===== config.mk =====
export PLATFORM = sky130hd
export DESIGN_NAME = sine_meas_ob
export DESIGN_NICKNAME = d
export VERILOG_FILES = /design/src/rtl/sine_pkg.sv /design/src/rtl/sine_xdet.sv /design/src/rtl/sine_meas_ob.sv
export SDC_FILE = /design/constraint.sdc
export NUM_CORES = 1
export LEC_CHECK = 0
export ABC_AREA = 1
export CORE_ASPECT_RATIO = 2
export CORE_UTILIZATION = 40
export DETAILED_ROUTE_END_ITERATION = 12
export DONT_BUFFER_PORTS = 1
export GPL_ROUTABILITY_DRIVEN = 0
export HOLD_SLACK_MARGIN = 0.15
export PLACE_DENSITY = 0.53
export SLEW_MARGIN = 20
export SYNTH_ARGS = -nofsm -noshare
export SYNTH_HDL_FRONTEND = slang
export SYNTH_SLANG_ARGS = --single-unit

===== constraint.sdc =====
create_clock -name clk -period 2.1 [get_ports clk]
set_clock_uncertainty 0.1 [all_clocks]
set_input_delay 0.42 -clock clk [delete_from_list [all_inputs] [get_ports clk]]
set_output_delay 0.42 -clock clk [all_outputs]
set_load 0.03 [all_outputs]

===== src/rtl/sine_pkg.sv =====
// sine_pkg -- shared constants and types for the sine tone measurement path.
//   state_t          : measurement FSM encoding (SEEK, RUN)
//   DEF_AMP_BITS     : default sample width, shared with the tone generator
//   DEF_MID/DEF_HYST : default mid-scale crossing code and hysteresis depth
//   DEF_CNT_BITS     : default sample-count width
//   tmo_count()      : sample count at which a missing signal is declared
package sine_pkg;

   typedef enum logic {
      SEEK = 1'b0,
      RUN  = 1'b1
   } state_t;

   localparam int DEF_AMP_BITS = 8;
   localparam int DEF_MID      = 128;
   localparam int DEF_HYST     = 8;
   localparam int DEF_CNT_BITS = 16;

   // All-ones value of a cnt_bits-wide counter; reaching it means no signal.
   function automatic int unsigned tmo_count(input int unsigned cnt_bits);
      return (32'd1 << cnt_bits) - 32'd1;
   endfunction

endpackage


===== src/rtl/sine_xdet.sv =====
// sine_xdet -- rising mid-scale crossing detector with hysteresis.
// The detector arms once a sample falls to MID-HYST or below, and fires on the
// first later sample at or above MID. Firing disarms it, so noise around MID
// cannot produce a second event within the same period.
// Ports:
//   clk, rst      : clock, synchronous active-high reset
//   sample_in     : offset-binary sample
//   sample_valid  : qualifies sample_in
//   xevent        : one-cycle crossing event, coincident with the sample
module sine_xdet
   import sine_pkg::*;
#(
   parameter int AMP_BITS = DEF_AMP_BITS,
   parameter int MID      = DEF_MID,
   parameter int HYST     = DEF_HYST
) (
   input  logic                clk,
   input  logic                rst,
   input  logic [AMP_BITS-1:0] sample_in,
   input  logic                sample_valid,
   output logic                xevent
);

   localparam logic [AMP_BITS-1:0] MID_C = AMP_BITS'(MID);
   localparam logic [AMP_BITS-1:0] ARM_C = AMP_BITS'(MID - HYST);

   logic armed_r;
   logic xevent_s;

   // The event is combinational so the top can act on the crossing sample itself.
   assign xevent_s = sample_valid && armed_r && (sample_in >= MID_C);
   assign xevent   = xevent_s;

   // Hysteresis arm flag: set at or below the arm level, cleared by an event.
   always_ff @(posedge clk) begin
      if (rst) begin
         armed_r <= 1'b0;
      end else if (xevent_s) begin
         armed_r <= 1'b0;
      end else if (sample_valid && (sample_in <= ARM_C)) begin
         armed_r <= 1'b1;
      end
   end

endmodule


===== src/rtl/sine_meas_ob.sv =====
// sine_meas_ob -- period / peak / lock measurement of an offset-binary sine.
// Counts valid samples between rising mid-scale crossings, sums 2^NPER_LOG2
// periods per window and reports the averaged period with window peaks.
// Optional feature: define SINE_MEAS_AMP_EN to register amplitude and
// dc_level; otherwise both ports are tied to zero.
// Ports:
//   clk, rst      : clock, synchronous active-high reset
//   sample_in     : offset-binary sample, sample_valid qualifies it
//   period        : averaged period in samples (window sum >> NPER_LOG2)
//   peak_max/min  : extreme samples of the last window
//   amplitude     : (peak_max-peak_min)>>1, dc_level: (peak_max+peak_min)>>1
//   meas_valid    : one-cycle pulse when the outputs update
//   locked        : set by the first completed window, cleared by timeout
//   no_signal     : sticky timeout flag, cleared by the next crossing event
module sine_meas_ob
   import sine_pkg::*;
#(
   parameter int AMP_BITS  = DEF_AMP_BITS,
   parameter int MID       = DEF_MID,
   parameter int HYST      = DEF_HYST,
   parameter int CNT_BITS  = DEF_CNT_BITS,
   parameter int NPER_LOG2 = 2
) (
   input  logic                clk,
   input  logic                rst,
   input  logic [AMP_BITS-1:0] sample_in,
   input  logic                sample_valid,
   output logic [CNT_BITS-1:0] period,
   output logic [AMP_BITS-1:0] peak_max,
   output logic [AMP_BITS-1:0] peak_min,
   output logic [AMP_BITS-1:0] amplitude,
   output logic [AMP_BITS-1:0] dc_level,
   output logic                meas_valid,
   output logic                locked,
   output logic                no_signal
);

   localparam int ACC_W = CNT_BITS + NPER_LOG2;
   localparam int PC_W  = NPER_LOG2 + 1;
   localparam logic [CNT_BITS-1:0] TMO_C     = CNT_BITS'(tmo_count(CNT_BITS));
   localparam logic [CNT_BITS-1:0] CNT_ONE_C = CNT_BITS'(1);
   localparam logic [PC_W-1:0]     PC_FULL_C = PC_W'(1 << NPER_LOG2);

   state_t              state_r, state_nxt_s;
   logic                xevent_s;
   logic [CNT_BITS-1:0] cnt_r, cnt_inc_s;
   logic [ACC_W-1:0]    acc_r, acc_sum_s;
   logic [PC_W-1:0]     pcnt_r, pcnt_inc_s;
   logic [AMP_BITS-1:0] max_r, min_r, smax_s, smin_s;
   logic                tmo_s, win_done_s;
   // Window results staged for one cycle before reaching the outputs.
   logic                done_r;
   logic [ACC_W-1:0]    wsum_r;
   logic [AMP_BITS-1:0] wmax_r, wmin_r;
   logic [CNT_BITS-1:0] period_r;
   logic [AMP_BITS-1:0] peak_max_r, peak_min_r;
   logic                meas_valid_r, locked_r, no_signal_r;

   sine_xdet #(
      .AMP_BITS (AMP_BITS),
      .MID      (MID),
      .HYST     (HYST)
   ) u_xdet (
      .clk          (clk),
      .rst          (rst),
      .sample_in    (sample_in),
      .sample_valid (sample_valid),
      .xevent       (xevent_s)
   );

   assign cnt_inc_s  = cnt_r + CNT_ONE_C;
   assign pcnt_inc_s = pcnt_r + PC_W'(1);
   assign acc_sum_s  = acc_r + {{NPER_LOG2{1'b0}}, cnt_r};
   assign smax_s     = (sample_in > max_r) ? sample_in : max_r;
   assign smin_s     = (sample_in < min_r) ? sample_in : min_r;
   // An event restarts the count, so only non-event samples can time out.
   assign tmo_s      = sample_valid && !xevent_s && (cnt_inc_s == TMO_C);
   assign win_done_s = (state_r == RUN) && xevent_s && (pcnt_inc_s == PC_FULL_C);

   // FSM state register.
   always_ff @(posedge clk) begin
      if (rst) begin
         state_r <= SEEK;
      end else begin
         state_r <= state_nxt_s;
      end
   end

   // FSM next-state: first crossing starts RUN, timeout falls back to SEEK.
   always_comb begin
      state_nxt_s = state_r;
      if (sample_valid) begin
         case (state_r)
            SEEK:    if (xevent_s) state_nxt_s = RUN;  else state_nxt_s = SEEK;
            RUN:     if (tmo_s)    state_nxt_s = SEEK; else state_nxt_s = RUN;
            default: state_nxt_s = SEEK;
         endcase
      end else begin
         state_nxt_s = state_r;
      end
   end

   // Period counter, window accumulator, running peaks and window staging.
   always_ff @(posedge clk) begin
      if (rst) begin
         cnt_r       <= '0;
         acc_r       <= '0;
         pcnt_r      <= '0;
         max_r       <= '0;
         min_r       <= '0;
         done_r      <= 1'b0;
         wsum_r      <= '0;
         wmax_r      <= '0;
         wmin_r      <= '0;
         no_signal_r <= 1'b0;
      end else begin
         done_r <= 1'b0;
         if (sample_valid) begin
            if (xevent_s) begin
               no_signal_r <= 1'b0;
            end
            if (tmo_s) begin
               no_signal_r <= 1'b1;
               cnt_r       <= '0;
               acc_r       <= '0;
               pcnt_r      <= '0;
            end else begin
               case (state_r)
                  SEEK: begin
                     if (xevent_s) begin
                        cnt_r  <= CNT_ONE_C;
                        acc_r  <= '0;
                        pcnt_r <= '0;
                        max_r  <= sample_in;
                        min_r  <= sample_in;
                     end else begin
                        cnt_r <= cnt_inc_s;
                     end
                  end
                  RUN: begin
                     if (win_done_s) begin
                        // Close the window and re-seed the next one back-to-back.
                        wsum_r <= acc_sum_s;
                        wmax_r <= smax_s;
                        wmin_r <= smin_s;
                        done_r <= 1'b1;
                        cnt_r  <= CNT_ONE_C;
                        acc_r  <= '0;
                        pcnt_r <= '0;
                        max_r  <= sample_in;
                        min_r  <= sample_in;
                     end else if (xevent_s) begin
                        cnt_r  <= CNT_ONE_C;
                        acc_r  <= acc_sum_s;
                        pcnt_r <= pcnt_inc_s;
                        max_r  <= smax_s;
                        min_r  <= smin_s;
                     end else begin
                        cnt_r <= cnt_inc_s;
                        max_r <= smax_s;
                        min_r <= smin_s;
                     end
                  end
                  default: begin
                     cnt_r <= '0;
                  end
               endcase
            end
         end
      end
   end

   // Output registers: publish a staged window, drop lock on timeout.
   always_ff @(posedge clk) begin
      if (rst) begin
         period_r     <= '0;
         peak_max_r   <= '0;
         peak_min_r   <= '0;
         meas_valid_r <= 1'b0;
         locked_r     <= 1'b0;
      end else begin
         meas_valid_r <= done_r;
         if (done_r) begin
            period_r   <= CNT_BITS'(wsum_r >> NPER_LOG2);
            peak_max_r <= wmax_r;
            peak_min_r <= wmin_r;
            locked_r   <= 1'b1;
         end else if (tmo_s) begin
            locked_r   <= 1'b0;
         end
      end
   end

   assign period     = period_r;
   assign peak_max   = peak_max_r;
   assign peak_min   = peak_min_r;
   assign meas_valid = meas_valid_r;
   assign locked     = locked_r;
   assign no_signal  = no_signal_r;

`ifdef SINE_MEAS_AMP_EN
   // One extra bit keeps the sum from wrapping before the halving.
   logic [AMP_BITS:0]   amp_diff_s, dc_sum_s;
   logic [AMP_BITS-1:0] amplitude_r, dc_level_r;

   assign amp_diff_s = {1'b0, wmax_r} - {1'b0, wmin_r};
   assign dc_sum_s   = {1'b0, wmax_r} + {1'b0, wmin_r};

   // Amplitude and DC level update together with the other window outputs.
   always_ff @(posedge clk) begin
      if (rst) begin
         amplitude_r <= '0;
         dc_level_r  <= '0;
      end else if (done_r) begin
         amplitude_r <= amp_diff_s[AMP_BITS:1];
         dc_level_r  <= dc_sum_s[AMP_BITS:1];
      end
   end

   assign amplitude = amplitude_r;
   assign dc_level  = dc_level_r;
`else
   assign amplitude = {AMP_BITS{1'b0}};
   assign dc_level  = {AMP_BITS{1'b0}};
`endif

endmodule

==> flow_metrics.py, run 1 <==
metrics = {
    "route": {
        "drt_iter0_drc": 266,
        "vias_per_cell": 5.192,
        "first_pass_iters": 5,
        "detail-route-antenna-nets": 0,
        "routed_wl_um": 22180,
        "vias": 6833,
        "wl_per_cell_um": 16.85,
        "drcViolationCount": 0,
    },
    "cells_and_area": {
        "syn_to_final_growth_pct": 31.50,
        "diodes": 0,
        "nets": 1147,
        "final_util": 0.5412,
        "drive_above_1_share": 0.2365,
        "n_fill_cell": 1680,
    },
    "global_routing": {
        "grt_overflow": 0,
        "grt_pass1_vias": 6666,
        "grt_pass1_wl_um": 33470,
        "grt_start_max_net_pins": 67,
        "grt_use_total": 0.2589,
        "antenna_found_initial": 0,
    },
    "worst_setup_path": {
        "required_ns": 2.30,
        "crit_fanout": 4,
        "endpoint_kind": "register",
        "cp-start-kind": "register",
        "crit_arrival_ns": 2.38,
        "setup.worst_path.class": "register to register",
    },
    "clock_network": {
        "clockBufferDepth": 2,
        "htreeDepth": 4,
        "cts_root_buffer": "clkbuf_16",
        "clkLatencyLatePin_ns": 0.43,
        "cts.clk_slew.worst_paths_ns": 0.06,
        "cts_sinks": 123,
        "cts_tree": "built",
        "cts_buffers": 17,
    },
    "die": {
        "initial_core_util": 0.4115,
        "boundaryPins": 62,
        "core_um2": 16350,
        "core.rowCount": 66,
        "die_x_um": 93.71,
        "die-height_um": 185.4,
        "fp.dieArea_um2": 17380,
    },
    "synth": {
        "synth_largest_area_cell": "dfxtp_1",
        "syn_area_um2": 6729,
        "ys_types": 41,
        "synth.most_common_cell": "nand2_1",
        "synth_edf_count": 0,
        "ys_top_cells_by_area": "dfxtp_1 (37%), nand2_1 (13%), nor2_1 (8.1%), ha_1 (6.5%), o21ai_0 (5.6%)",
        "seq_area_frac_synth": 0.3659,
        "ys_warn_count": 0,
        "synthArstFlopShare": 0,
        "synth_seq_cells": 123,
        "synth-main-ff-cell": "dfxtp_1",
        "synth_commonest_cells": "nand2_1 (241), nor2_1 (145), dfxtp_1 (123)",
        "synthCells": 998,
        "synth_top_area_frac": 0.3659,
        "postSynthAreaPerCell_um2": 6.742,
    },
    "sta": {
        "finalCritPeriodShare": 1.036,
        "slew_viol_final": 0,
        "setup_slack_ns": -0.07613,
        "relSlewSlack": 0.4236,
        "rsz0062_at_grt": "yes",
        "hold_viol": 0,
        "hold_slack_ns": 0.1657,
        "min_period_ns": 2.176,
        "setup_viol": 36,
        "tightestPinTransition_ns": 0.8618,
        "max_freq_ghz": 0.4595,
        "fin_tns_setup_ns": -0.8527,
    },
    "worst_hold_path": {
        "hold_path_class": "input port to register",
    },
    "power_and_ir_drop": {
        "power_mw": 5.556,
        "p_leak_nw": 4.149,
        "peakVddDrop_uv": 495.6,
        "powerDensity_nw_per_um2": 628.0,
    },
    "placed_design": {
        "portBuffers": 0,
        "hpwl_um": 15530,
    },
    "status": {
        "violations": "negative setup slack",
        "outcome": "complete, but fails checks",
    },
    "flow_run": {
        "maxCapViolCount": 0,
    },
}
final timing paths:
check                           slack [ns]                     end              startpoint  depth (start not counted)
worst max-delay path                 -0.08   min_r[4]$_SDFFE_PP0P_   min_r[6]$_SDFFE_PP0P_                         12
worst min-delay path                  0.17   cnt_r[2]$_SDFFE_PP0P_            sample_valid                          3
worst max register to register       -0.08   min_r[4]$_SDFFE_PP0P_   min_r[6]$_SDFFE_PP0P_                         12
worst min register to register        0.37  wmax_r[0]$_SDFFE_PP0P_  wmax_r[0]$_SDFFE_PP0P_                          2
per-stage QoR:
stage,worst slack (ns),instances,instance area (µm²)
after detailed placement,-0.2118,1256,7550
after CTS,-0.02537,1307,8447
after global placement,-0.1800,1256,7550
final,-0.07613,1316,8848
after floorplan,0.01822,1013,6785
after global routing,-0.2119,1316,8848
cell type report:
class | count | area [µm²] | share of cell area
Timing Repair Buffer | 128 | 1171 | 0.1324
Multi-Input combinational cell | 729 | 4004 | 0.4525
Tap cell | 204 | 255.2 | 0.02885
Clock buffer | 18 | 429.2 | 0.04850
Clock inverter | 13 | 120.1 | 0.01357
Sequential cell | 123 | 2487 | 0.2811
Inverter | 101 | 381.6 | 0.04313
repair_timing:
action,CTS,global route
setup buffers,16,7
hold buffers,3,0
gates cloned,1,2
setup endpoints to repair,67,76
pin swaps,22,37
gates resized for setup,50,84
hold endpoints to repair,67,0
critical path, cell delays in order (launching register included):
cell,delay [ns]
dfxtp_1,0.34
inv_1,0.11
ha_1,0.29
nand2_1,0.08
o21a_2,0.26
buf_4,0.14
buf_4,0.13
nand3_1,0.16
nand3_1,0.10
nand2_1,0.07
nand4_1,0.15
nand2_1,0.09
nor2_1,0.04
cell families after synthesis:
| kind of cell | count (synthesis) | synth area share |
|---|---|---|
| other | 1 | 0.0005573 |
| AO/OA/AOI/OAI | 166 | 0.1343 |
| adder cells (fa/ha/maj) | 36 | 0.06806 |
| XOR/XNOR | 8 | 0.01041 |
| flip-flops | 123 | 0.3659 |
| AND/OR/NAND/NOR | 503 | 0.3185 |
| buffers and inverters | 161 | 0.1023 |
sequential cells by signal (all words and copies together) (netlist names), 3 cells and up:
name and flops:
cnt_r 16, wmax_r 8, peak_min 8, acc_r 18
period 16, pcnt_r 3, wmin_r 8, min_r 8
max_r 8, wsum_r 16, peak_max 8
placed cells by master (no fill, tap or decap), drive strengths merged:
cell / count
a21boi: 1
a21o: 6
a21oi: 64
a311oi: 6
a31o: 2
a31oi: 1
and2: 1
buf: 124
bufinv: 1
clkbuf: 20
clkinv: 9
conb: 16
dfxtp: 123
dlygate4sd3: 2
fa: 1
ha: 35
inv: 104
nand2: 244
nand3: 68
nand3b: 5
nand4: 26
nor2: 152
nor3: 5
nor4: 2
o211ai: 3
o21a: 2
o21ai: 76
o21bai: 3
o22ai: 1
o31ai: 1
xnor2: 2
xor2: 6
where the power goes:
part / switching (mW) / total [mW] / internal (mW)
sequential: 0.0138 / 2.36 / 2.35
combinational: 0.267 / 0.418 / 0.151
clock: 1.15 / 2.78 / 1.63
per-layer routing:
metal,routed length (µm),share of wire,GRT usage
met1,7606,0.34,0.2307
met2,12660,0.57,0.5095
met3,470,0.021,0.04023
met4,1435,0.065,0.1785
met5,0,0,0
No activity file was read; power rests on OpenSTA's default activity.
==> inputs of run 2 (changes only) <==
- CORE_ASPECT_RATIO: 2 -> 0.7
==> run 2 against run 1 <==
The flow still finishes with violations (negative setup slack). Routed wire length down 12%. Register-to-register slack improved by 0.07 ns. Fmax up 3.1%.
==> flow_metrics.py, run 2 (same netlist as run 1, synthesis figures left out) <==
metrics = {
    "global_routing": {
        "grt_use_total": 0.2324,
        "grt_overflow": 0,
        "grt_start_max_net_pins": 68,
        "grt_pass1_vias": 5865,
        "grt_pass1_wl_um": 31330,
        "antenna_found_initial": 0,
    },
    "die": {
        "core_um2": 16400,
        "initial_core_util": 0.4104,
        "die-height_um": 110.5,
        "fp.dieArea_um2": 17350,
        "die_x_um": 157.0,
        "boundaryPins": 62,
        "core.rowCount": 39,
    },
    "clock_network": {
        "cts_tree": "built",
        "cts_buffers": 17,
        "cts_root_buffer": "clkbuf_16",
        "cts_hold_buf": 8,
        "clkLatencyLatePin_ns": 0.43,
        "clockBufferDepth": 2,
        "cts.clk_slew.worst_paths_ns": 0.06,
        "htreeDepth": 4,
        "cts_sinks": 123,
    },
    "cells_and_area": {
        "largest_register_ffs": 18,
        "layout_common_cells": "nand2_1 (217), nor2_1 (142), dfxtp_1 (110), inv_1 (95), buf_4 (82)",
        "top_register": "acc_r",
        "drive_above_1_share": 0.2046,
        "nets": 1124,
        "diodes": 0,
        "final_util": 0.5236,
        "syn_to_final_growth_pct": 27.58,
        "layout_commonest_cell": "nand2_1",
    },
    "worst_setup_path": {
        "critPathMaxStageDelay_ns": 0.36,
        "setup.worst_path.class": "register to register",
        "path_cells": "ha_4 -> buf_4 -> nand2_1 -> nand3_2 -> nor2_1 -> nand3_1 -> nor2_1 -> nand2_1 -> nor2_2 -> nand2_4 -> nand3_4 -> buf_12 -> nand2_2 -> nand2_1 -> nor2_1",
        "required_ns": 2.30,
        "cp-start-kind": "register",
        "endpoint_kind": "register",
        "crit_arrival_ns": 2.31,
        "crit_fanout": 6,
        "slowest_stage": "dfxtp_4",
    },
    "power_and_ir_drop": {
        "powerDensity_nw_per_um2": 664.5,
        "peakVddDrop_uv": 468.8,
        "p_leak_nw": 3.987,
    },
    "route": {
        "drcViolationCount": 0,
        "vias": 6494,
        "first_pass_iters": 5,
        "routed_wl_um": 19580,
        "vias_per_cell": 4.938,
        "drt_iter0_drc": 612,
        "detail-route-antenna-nets": 0,
        "wl_per_cell_um": 14.89,
    },
    "sta": {
        "setup_viol": 6,
        "tightestPinTransition_ns": 0.5759,
        "min_period_ns": 2.110,
        "fin_tns_setup_ns": -0.03474,
        "rsz0062_at_grt": "yes",
        "relSlewSlack": 0.6156,
        "hold_viol": 0,
        "slew_viol_final": 0,
        "max_freq_ghz": 0.4740,
        "finalCritPeriodShare": 1.005,
        "setup_slack_ns": -0.009821,
    },
    "status": {
        "outcome": "complete, but fails checks",
        "violations": "negative setup slack",
    },
    "placed_design": {
        "portBuffers": 0,
        "hpwl_um": 13270,
    },
    "flow_run": {
        "maxCapViolCount": 0,
    },
    "worst_hold_path": {
        "hold_path_class": "input port to register",
    },
}
[run 2: final cells by class]
cell class	count	area (µm²)
clock buffer	17	425.4
clock inverter	15	151.4
fill	1649	7811
inverter	101	384.1
multi-input combinational	729	3902
sequential	123	2491
tap	225	281.5
timing repair buffer	105	948.4
[run 2: report_power, final]
group	total (mW)	switching (mW)	leakage (nW)	internal [mW]
combinational	0.449	0.274	2.71	0.175
sequential	2.36	0.0125	0.999	2.34
clock	2.90	1.32	0.279	1.58
[run 2: worst paths after layout]
kind	from	to	slack [ns]	depth (start not counted)
min reg2reg	wmin_r[3]$_SDFFE_PP0P_	wmin_r[3]$_SDFFE_PP0P_	0.37	2
max reg2reg	cnt_r[1]$_SDFFE_PP0P_	min_r[4]$_SDFFE_PP0P_	-0.01	15
min	sample_valid	cnt_r[11]$_SDFFE_PP0P_	0.05	2
max	cnt_r[1]$_SDFFE_PP0P_	min_r[4]$_SDFFE_PP0P_	-0.01	15
[run 2: metal layers]
| metal | vias up | share of wire | global-route usage |
|---|---|---|---|
| li1 | 3394 | - | - |
| met1 | 2909 | 0.55 | 0.3694 |
| met2 | 177 | 0.38 | 0.3087 |
| met3 | 14 | 0.064 | 0.04867 |
| met4 | 0 | 0.0088 | 0.05696 |
| met5 | - | 0 | 0 |
[run 2: repair_timing]
| action | in CTS | in global routing |
|---|---|---|
| endpoints found under the hold margin | 70 | 18 |
| setup endpoints to repair | 64 | 74 |
| resized for setup | 19 | 96 |
| cloned | 0 | 1 |
| setup buffers | 1 | 6 |
| pin swaps | 4 | 35 |
[run 2: critical path: cells and delay by family (launching register included)]
kind | cells | cell delay (ns)
buffers and inverters | 2 | 0.29
and+or+nand+nor | 12 | 1.07
adders and majority gates | 1 | 0.17
DFF | 1 | 0.36
[run 2: stage by stage]
step           worst slack (ns)  power, mW  area, µm²  hold WS (ns)  std cells
3_3_place_gp            -0.2283      2.765       7501        0.3498       1267
2_1_floorplan           0.01822      2.667       6785        0.3328       1013
6_report              -0.009821      5.704       8584       0.05304       1315
3_5_place_dp            -0.2088      2.766       7501        0.3503       1267
5_1_grt                 -0.1424      5.910       8584       0.05923       1315
4_1_cts               0.0003459      5.726       8223       0.04049       1308
